### src/rtl/mult_seq_taint_radix_if.sv
// Operand/result bundle for the taint-tracked radix multiplier.
// Every data and control signal travels with its _t taint shadow.
interface mult_seq_taint_radix_if #(
    parameter int WIDTH = 128
);
    logic                   start;
    logic                   start_t;
    logic                   signed_mode;
    logic                   signed_mode_t;
    logic [WIDTH-1:0]       multiplier;
    logic [WIDTH-1:0]       multiplier_t;
    logic [WIDTH-1:0]       multiplicand;
    logic [WIDTH-1:0]       multiplicand_t;
    logic                   busy;
    logic                   busy_t;
    logic [2*WIDTH-1:0]     product;
    logic [2*WIDTH-1:0]     product_t;
    logic                   productDone;
    logic                   productDone_t;

    modport master (
        output start, start_t, signed_mode, signed_mode_t,
        output multiplier, multiplier_t, multiplicand, multiplicand_t,
        input  busy, busy_t, product, product_t, productDone, productDone_t
    );

    modport slave (
        input  start, start_t, signed_mode, signed_mode_t,
        input  multiplier, multiplier_t, multiplicand, multiplicand_t,
        output busy, busy_t, product, product_t, productDone, productDone_t
    );
endinterface

### src/rtl/mult_seq_taint_radix.sv
// Constant-time shift-add multiplier retiring DIGIT multiplier bits per cycle,
// with signed/unsigned mode, bitwise data taint and a sticky control taint.
// Signed results use a masked correction term in the last RUN cycle so the
// datapath does identical work for every operand and mode.
module mult_seq_taint_radix #(
    parameter int WIDTH = 128,
    parameter int DIGIT = 1
) (
    input  logic                 clk,
    input  logic                 rst,
    mult_seq_taint_radix_if.slave bus
);
    localparam int N  = WIDTH / DIGIT;
    localparam int CW = (N > 1) ? $clog2(N) : 1;
    localparam int PW = 2 * WIDTH;

    localparam logic [1:0] S_IDLE = 2'd0;
    localparam logic [1:0] S_LOAD = 2'd1;
    localparam logic [1:0] S_RUN  = 2'd2;
    localparam logic [1:0] S_DONE = 2'd3;

    logic [1:0]       state_q, state_d;
    logic [CW-1:0]    cnt_q, cnt_d;
    logic [WIDTH-1:0] a_sh_q, a_sh_d;     // multiplier, next digit in the LSBs
    logic [PW-1:0]    b_sh_q, b_sh_d;     // extended multiplicand, pre-shifted to digit weight
    logic             sm_q, sm_d;
    logic             a_msb_q, a_msb_d;
    logic [PW-1:0]    acc_q, acc_d;       // running sum, doubles as product
    logic [WIDTH-1:0] c_sh_q, c_sh_d;     // combined operand taint, next digit in the LSBs
    logic             run_q, run_d;       // OR of all operand taint bits consumed so far
    logic [WIDTH-1:0] lo_q, lo_d;         // prefix-OR taint, filled from the top
    logic [PW-1:0]    pt_q, pt_d;
    logic             ct_q, ct_d;
    logic             busy_q, busy_d;
    logic             busy_t_q, busy_t_d;
    logic             done_q, done_d;

    logic             last;
    logic [PW-1:0]    term;
    logic [PW-1:0]    corr;
    logic [DIGIT-1:0] nb;
    logic             r;

    assign last = (cnt_q == CW'(N - 1));

    // Datapath terms for the current RUN cycle, computed unconditionally.
    always_comb begin
        term = '0;
        for (int j = 0; j < DIGIT; j++)
            term = term + ((b_sh_q << j) & {PW{a_sh_q[j]}});
        // b_sh_q << DIGIT equals the extended multiplicand x 2^WIDTH in the last cycle
        corr = (b_sh_q << DIGIT) & {PW{sm_q & a_msb_q & last}};
        r    = run_q;
        nb   = '0;
        for (int j = 0; j < DIGIT; j++) begin
            r     = r | c_sh_q[j];
            nb[j] = r;
        end
    end

    // Next-state logic for control, arithmetic and taint registers.
    always_comb begin
        state_d = state_q;
        cnt_d   = cnt_q;
        a_sh_d  = a_sh_q;
        b_sh_d  = b_sh_q;
        sm_d    = sm_q;
        a_msb_d = a_msb_q;
        acc_d   = acc_q;
        c_sh_d  = c_sh_q;
        run_d   = run_q;
        lo_d    = lo_q;
        pt_d    = pt_q;
        ct_d    = ct_q;
        case (state_q)
            S_IDLE: begin
                ct_d = bus.start_t;
                if (bus.start) state_d = S_LOAD;
            end
            S_LOAD: begin
                a_sh_d  = bus.multiplier;
                a_msb_d = bus.multiplier[WIDTH-1];
                sm_d    = bus.signed_mode;
                b_sh_d  = bus.signed_mode ? {{WIDTH{bus.multiplicand[WIDTH-1]}}, bus.multiplicand}
                                          : {{WIDTH{1'b0}}, bus.multiplicand};
                acc_d   = '0;
                cnt_d   = '0;
                c_sh_d  = bus.multiplier_t | bus.multiplicand_t;
                run_d   = 1'b0;
                lo_d    = '0;
                ct_d    = ct_q | bus.signed_mode_t;
                pt_d    = {PW{ct_d}};
                state_d = S_RUN;
            end
            S_RUN: begin
                acc_d  = acc_q + term - corr;
                a_sh_d = a_sh_q >> DIGIT;
                b_sh_d = b_sh_q << DIGIT;
                c_sh_d = c_sh_q >> DIGIT;
                run_d  = nb[DIGIT-1];
                lo_d   = lo_q >> DIGIT;
                lo_d[WIDTH-1 -: DIGIT] = nb;
                cnt_d  = cnt_q + CW'(1);
                pt_d   = ct_q ? {PW{1'b1}} : {{WIDTH{run_d}}, lo_d};
                if (last) state_d = S_DONE;
            end
            default: state_d = S_IDLE;
        endcase
        busy_d   = (state_d == S_LOAD) || (state_d == S_RUN);
        busy_t_d = (state_d != S_IDLE) & ct_d;
        done_d   = (state_d == S_DONE);
    end

    // State registers; reset aborts any transaction in flight.
    always_ff @(posedge clk or negedge rst) begin
        if (!rst) begin
            state_q  <= S_IDLE;
            cnt_q    <= '0;
            a_sh_q   <= '0;
            b_sh_q   <= '0;
            sm_q     <= 1'b0;
            a_msb_q  <= 1'b0;
            acc_q    <= '0;
            c_sh_q   <= '0;
            run_q    <= 1'b0;
            lo_q     <= '0;
            pt_q     <= '0;
            ct_q     <= 1'b0;
            busy_q   <= 1'b0;
            busy_t_q <= 1'b0;
            done_q   <= 1'b0;
        end else begin
            state_q  <= state_d;
            cnt_q    <= cnt_d;
            a_sh_q   <= a_sh_d;
            b_sh_q   <= b_sh_d;
            sm_q     <= sm_d;
            a_msb_q  <= a_msb_d;
            acc_q    <= acc_d;
            c_sh_q   <= c_sh_d;
            run_q    <= run_d;
            lo_q     <= lo_d;
            pt_q     <= pt_d;
            ct_q     <= ct_d;
            busy_q   <= busy_d;
            busy_t_q <= busy_t_d;
            done_q   <= done_d;
        end
    end

    assign bus.product       = acc_q;
    assign bus.product_t     = pt_q;
    assign bus.busy          = busy_q;
    assign bus.busy_t        = busy_t_q;
    assign bus.productDone   = done_q;
    assign bus.productDone_t = ct_q;
endmodule

### src/flat_wrapper.sv
// flat-port wrapper written by rule: the top's interface ports become plain ports
module mult_seq_taint_radix_flat 
#(
    parameter int WIDTH = 128,
    parameter int DIGIT = 1
)
  (clk, rst, bus_start, bus_start_t, bus_signed_mode, bus_signed_mode_t, bus_multiplier, bus_multiplier_t, bus_multiplicand, bus_multiplicand_t, bus_busy, bus_busy_t, bus_product, bus_product_t, bus_productDone, bus_productDone_t);
  mult_seq_taint_radix_if #(.WIDTH(WIDTH)) bus_i ();
  input  logic clk;
  input  logic rst;
  input wire logic [$bits(bus_i.start)-1:0] bus_start;
  input wire logic [$bits(bus_i.start_t)-1:0] bus_start_t;
  input wire logic [$bits(bus_i.signed_mode)-1:0] bus_signed_mode;
  input wire logic [$bits(bus_i.signed_mode_t)-1:0] bus_signed_mode_t;
  input wire logic [$bits(bus_i.multiplier)-1:0] bus_multiplier;
  input wire logic [$bits(bus_i.multiplier_t)-1:0] bus_multiplier_t;
  input wire logic [$bits(bus_i.multiplicand)-1:0] bus_multiplicand;
  input wire logic [$bits(bus_i.multiplicand_t)-1:0] bus_multiplicand_t;
  output wire logic [$bits(bus_i.busy)-1:0] bus_busy;
  output wire logic [$bits(bus_i.busy_t)-1:0] bus_busy_t;
  output wire logic [$bits(bus_i.product)-1:0] bus_product;
  output wire logic [$bits(bus_i.product_t)-1:0] bus_product_t;
  output wire logic [$bits(bus_i.productDone)-1:0] bus_productDone;
  output wire logic [$bits(bus_i.productDone_t)-1:0] bus_productDone_t;
  assign bus_i.start = bus_start;
  assign bus_i.start_t = bus_start_t;
  assign bus_i.signed_mode = bus_signed_mode;
  assign bus_i.signed_mode_t = bus_signed_mode_t;
  assign bus_i.multiplier = bus_multiplier;
  assign bus_i.multiplier_t = bus_multiplier_t;
  assign bus_i.multiplicand = bus_multiplicand;
  assign bus_i.multiplicand_t = bus_multiplicand_t;
  assign bus_busy = bus_i.busy;
  assign bus_busy_t = bus_i.busy_t;
  assign bus_product = bus_i.product;
  assign bus_product_t = bus_i.product_t;
  assign bus_productDone = bus_i.productDone;
  assign bus_productDone_t = bus_i.productDone_t;
  mult_seq_taint_radix #(.WIDTH(WIDTH), .DIGIT(DIGIT)) u_core (.clk(clk), .rst(rst), .bus(bus_i));
endmodule
### config.mk
export PLATFORM = sky130hd
export DESIGN_NAME = mult_seq_taint_radix_flat
export DESIGN_NICKNAME = d
export VERILOG_FILES = /design/src/rtl/mult_seq_taint_radix_if.sv /design/src/rtl/mult_seq_taint_radix.sv /design/src/flat_wrapper.sv
export SDC_FILE = /design/constraint.sdc
export NUM_CORES = 2
export LEC_CHECK = 0
export CAP_MARGIN = 15
export CORE_AREA = 2 2 405 407
export DETAILED_ROUTE_END_ITERATION = 7
export DIE_AREA = 0 0 407 409
export HOLD_SLACK_MARGIN = 0.05
export PLACE_DENSITY = 0.79
export SETUP_SLACK_MARGIN = 0.1
export SKIP_CTS_REPAIR_TIMING = 1
export SLEW_MARGIN = 20
export SYNTH_ARGS = -nofsm -noshare
export SYNTH_HDL_FRONTEND = slang
export SYNTH_SLANG_ARGS = --single-unit
### constraint.sdc
create_clock -name clk -period 6.6 [get_ports clk]
set_input_delay 0.99 -clock clk [delete_from_list [all_inputs] [get_ports clk]]
set_output_delay 0.99 -clock clk [all_outputs]
set_load 0.01 [all_outputs]
==> qor.yml <==
global_routing:
  grtUsageTotal_pct: 31.57
  grt_pass1_wl_mm: 401.0
  grt_max_degree: 213
  grt-ovfl-total: 0
  antenna_found_initial: 26
  grt_pass1_vias: 65330
yosys:
  synth-compound-area-share_pct: 19.03
  synthCells: 8500
  syn_nets: 9534
  avgSynthCellArea_um2: 8.435
  synth.largest_area_cell: "dfrtp_1"
  syn_area_um2: 71700
  ys_ff_latch: 1038
  synth-warning-count: 0
  ys_types: 93
  synth_edf_count: 0
  yosys.area.top_type_share_pct: 36.23
  synth_top_family_by_area: "compound AO/OA/AOI/OAI gates"
  ys_async_sr_fraction_pct: 100.0
  yosysSeqAreaShare_pct: 36.23
  synthFlopType: "dfrtp_1"
  synthMuxAreaShare_pct: 5.586
  synthXorXnorAreaFrac_pct: 3.090
  yosys.area_share.adder_pct: 11.66
  netlist_top_cells_area: "dfrtp_1 36%, fa_1 7.1%, a21oi_1 5.9%"
  synth_simple_gate_area_share_pct: 15.79
min_path:
  hp-class: "input port to async pin"
timing:
  fin_crit_ns: 6.278
  worst_pin_slew_ns: 1.255
  relSlewSlack_pct: 16.34
  finClkSkew_ns: 0.08746
  slew_violations: 0
  finalSetupViolCount: 0
  hold_viol: 0
  post-route-period-util_pct: 95.13
  rsz0062_at_grt: "false"
  fmax_mhz: 159.3
finish:
  areaGrowthSynthToFinish_pct: 22.93
  nFillCells: 14530
  stdcell_count: 11490
  nets: 10240
  drive_gt1_share_pct: 7.114
  multi_input_area_um2: 39930
  register_area_um2: 25980
worst_setup_path:
  arrival_ns: 6.87
  crit_path_max_incr_delay_ns: 0.42
  cp-end-kind: "flop"
  rr_startpoint: "u_core.cnt_q[0]"
  crit_start: "u_core.cnt_q[0]"
  critical-path-top-delay-family: "simple AND/OR/NAND/NOR gates"
  reg2reg_depth: 25
  crit_fanout: 24
  critical_path_class: "flop to flop"
  cp.required_ns: 7.19
  startpoint_type: "flop"
  cp.depth: 25
  slowest_stage: "fa_1"
  worst-path-buf-inv: 4
clock_network:
  cts_tree: "done"
  clk_pin_slew_ns: 0.06
  cts.htree.levels: 3
  clk_path_buf_depth: 3
  root_buffer: "clkbuf_16"
  cts_sinks: 1038
  cts_made_buffers: 113
  clkLatencyLatePin_ns: 0.82
placed_design:
  gp_congestion: 1.079
  dp_hpwl_mm: 211.5
  numPortBuffers: 1033
  dpl.cell_count: 11250
floorplanning:
  row_count: 148
  start_util_pct: 44.25
  coreArea_um2: 162000
  dieHeight_um: 409
  die_area_um2: 166500
  num_io_pins: 1034
  die_w_um: 407
route:
  drc: 0
  wl_mm: 269.6
  drt-vias-per-instance: 5.709
  drt-pass1-iter-count: 8
  drt_iter0_markers: 6307
  vias: 65610
  antenna_left: 0
  wl_per_cell_um: 23.46
pwr:
  powerDensity_nw_per_um2: 541.5
  power_w: 0.04773
  vdd_drop_max_v: 0.0003097
  p_leak_nw: 40.51
outcome:
  status: "completed"
job:
  cap_violations: 0
==> synth_stat cells, drive strengths merged, types with 158 or more instances <==
cell,count
ha,262
mux2i,255
fa,254
and2,266
clkbuf,388
a21oi,866
o21ai,582
nor2,824
xnor2,159
inv,850
buf,253
dfrtp,1038
nand4,158
nand2,1033
o22ai,239
==> per-layer routing <==
metal,up-vias,part of all wire [%],track usage (%)
met2,2539,46,50.72
met3,557,8.2,7.715
li1,30140,-,-
met4,24,6.2,17.07
met5,-,0.060,0
met1,32350,39,38.98
==> placed cells by master, fill, tap and decap left out, drive strengths merged, types with 94 or more instances in the layout <==
cell,Yosys,layout
dfrtp,1038,1038
a221o,136,136
and2,266,266
fa,254,254
ha,262,262
xor2,94,94
nor2,824,824
clkdlybuf4s50,0,1032
mux2,129,129
xnor2,159,159
nand2,1033,1033
clkbuf,388,156
mux2i,255,255
inv,850,855
nand4,158,158
a21o,99,99
o22ai,239,239
buf,253,202
o21ai,582,582
a21oi,866,866
==> metrics by stage <==
stage	cell area (µm²)	hold WS, ns	worst slack, ns	util (%)	TNS [ns]
floorplan	71700	0.4455	1.376	-	0
global placement	83420	0.4580	0.05734	51.48	0
detailed placement	83420	0.4702	-0.06446	51.48	-0.1340
CTS	87560	0.2038	-0.1360	54.04	-0.5238
global route	88130	0.2421	0.06770	54.39	0
finish	88140	0.2067	0.3216	54.40	0
==> area by class of cell <==
cell class,count,share of cell area (%)
Antenna cell,12,0.03407
Clock buffer,154,3.678
Clock inverter,56,1.014
Inverter,851,3.633
Multi-Input combinational cell,5970,45.30
Sequential cell,1038,29.48
Tap cell,2175,3.087
Timing Repair Buffer,1236,13.78
==> worst paths after layout <==
path	to	slack (ns)
max	u_core.bus.product[197]	0.32
min	u_core.c_sh_q[93]	0.21
min in group clk	u_core.lo_q[81]	0.48
max reg2reg	u_core.bus.product[197]	0.32
min reg2reg	u_core.lo_q[81]	0.48
max in group asynchronous	u_core.b_sh_q[163]	4.79
==> flip-flops by register name (all words and copies together), names as in the netlist <==
signal,flops
u_core.bus.productDone,1
u_core.bus.productDone_t,1
u_core.b_sh_q,256
u_core.bus.product_t,128
u_core.sm_q,1
u_core.bus.busy,1
u_core.cnt_q,7
u_core.a_sh_q,128
u_core.bus.busy_t,1
u_core.c_sh_q,128
u_core.bus.product,256
u_core.state_q,2
u_core.lo_q,127
u_core.a_msb_q,1
==> power breakdown <==
group	switching [W]	internal [W]
clock	0.00296	0.00410
combinational	0.0201	0.0118
sequential	0.00110	0.00761
total	0.0242	0.0235
==> worst register-to-register path: stages, from the launching register on <==
cell	delay [ns]
dfrtp_1	0.39
ha_1	0.23
nand3_1	0.11
nor2_2	0.16
and4_4	0.32
buf_12	0.17
clkbuf_16	0.21
and2_1	0.20
fa_1	0.42
inv_1	0.07
ha_1	0.28
a21oi_1	0.22
o22ai_1	0.16
o21ai_0	0.31
nand3_1	0.26
and4_1	0.35
o211ai_1	0.35
a211oi_1	0.13
buf_4	0.17
or3_1	0.36
and2_1	0.23
o2111ai_1	0.22
and3b_1	0.30
o221ai_1	0.17
xnor2_1	0.18
o22ai_1	0.08
==> logic make-up after synthesis <==
family	after synthesis
flip-flops	1038
buffers and inverters	1492
AO/OA/AOI/OAI	2258
adder cells (fa/ha/maj)	516
XOR/XNOR	253
AND/OR/NAND/NOR	2559
multiplexers	384
Power figures use the tool's default switching activity.
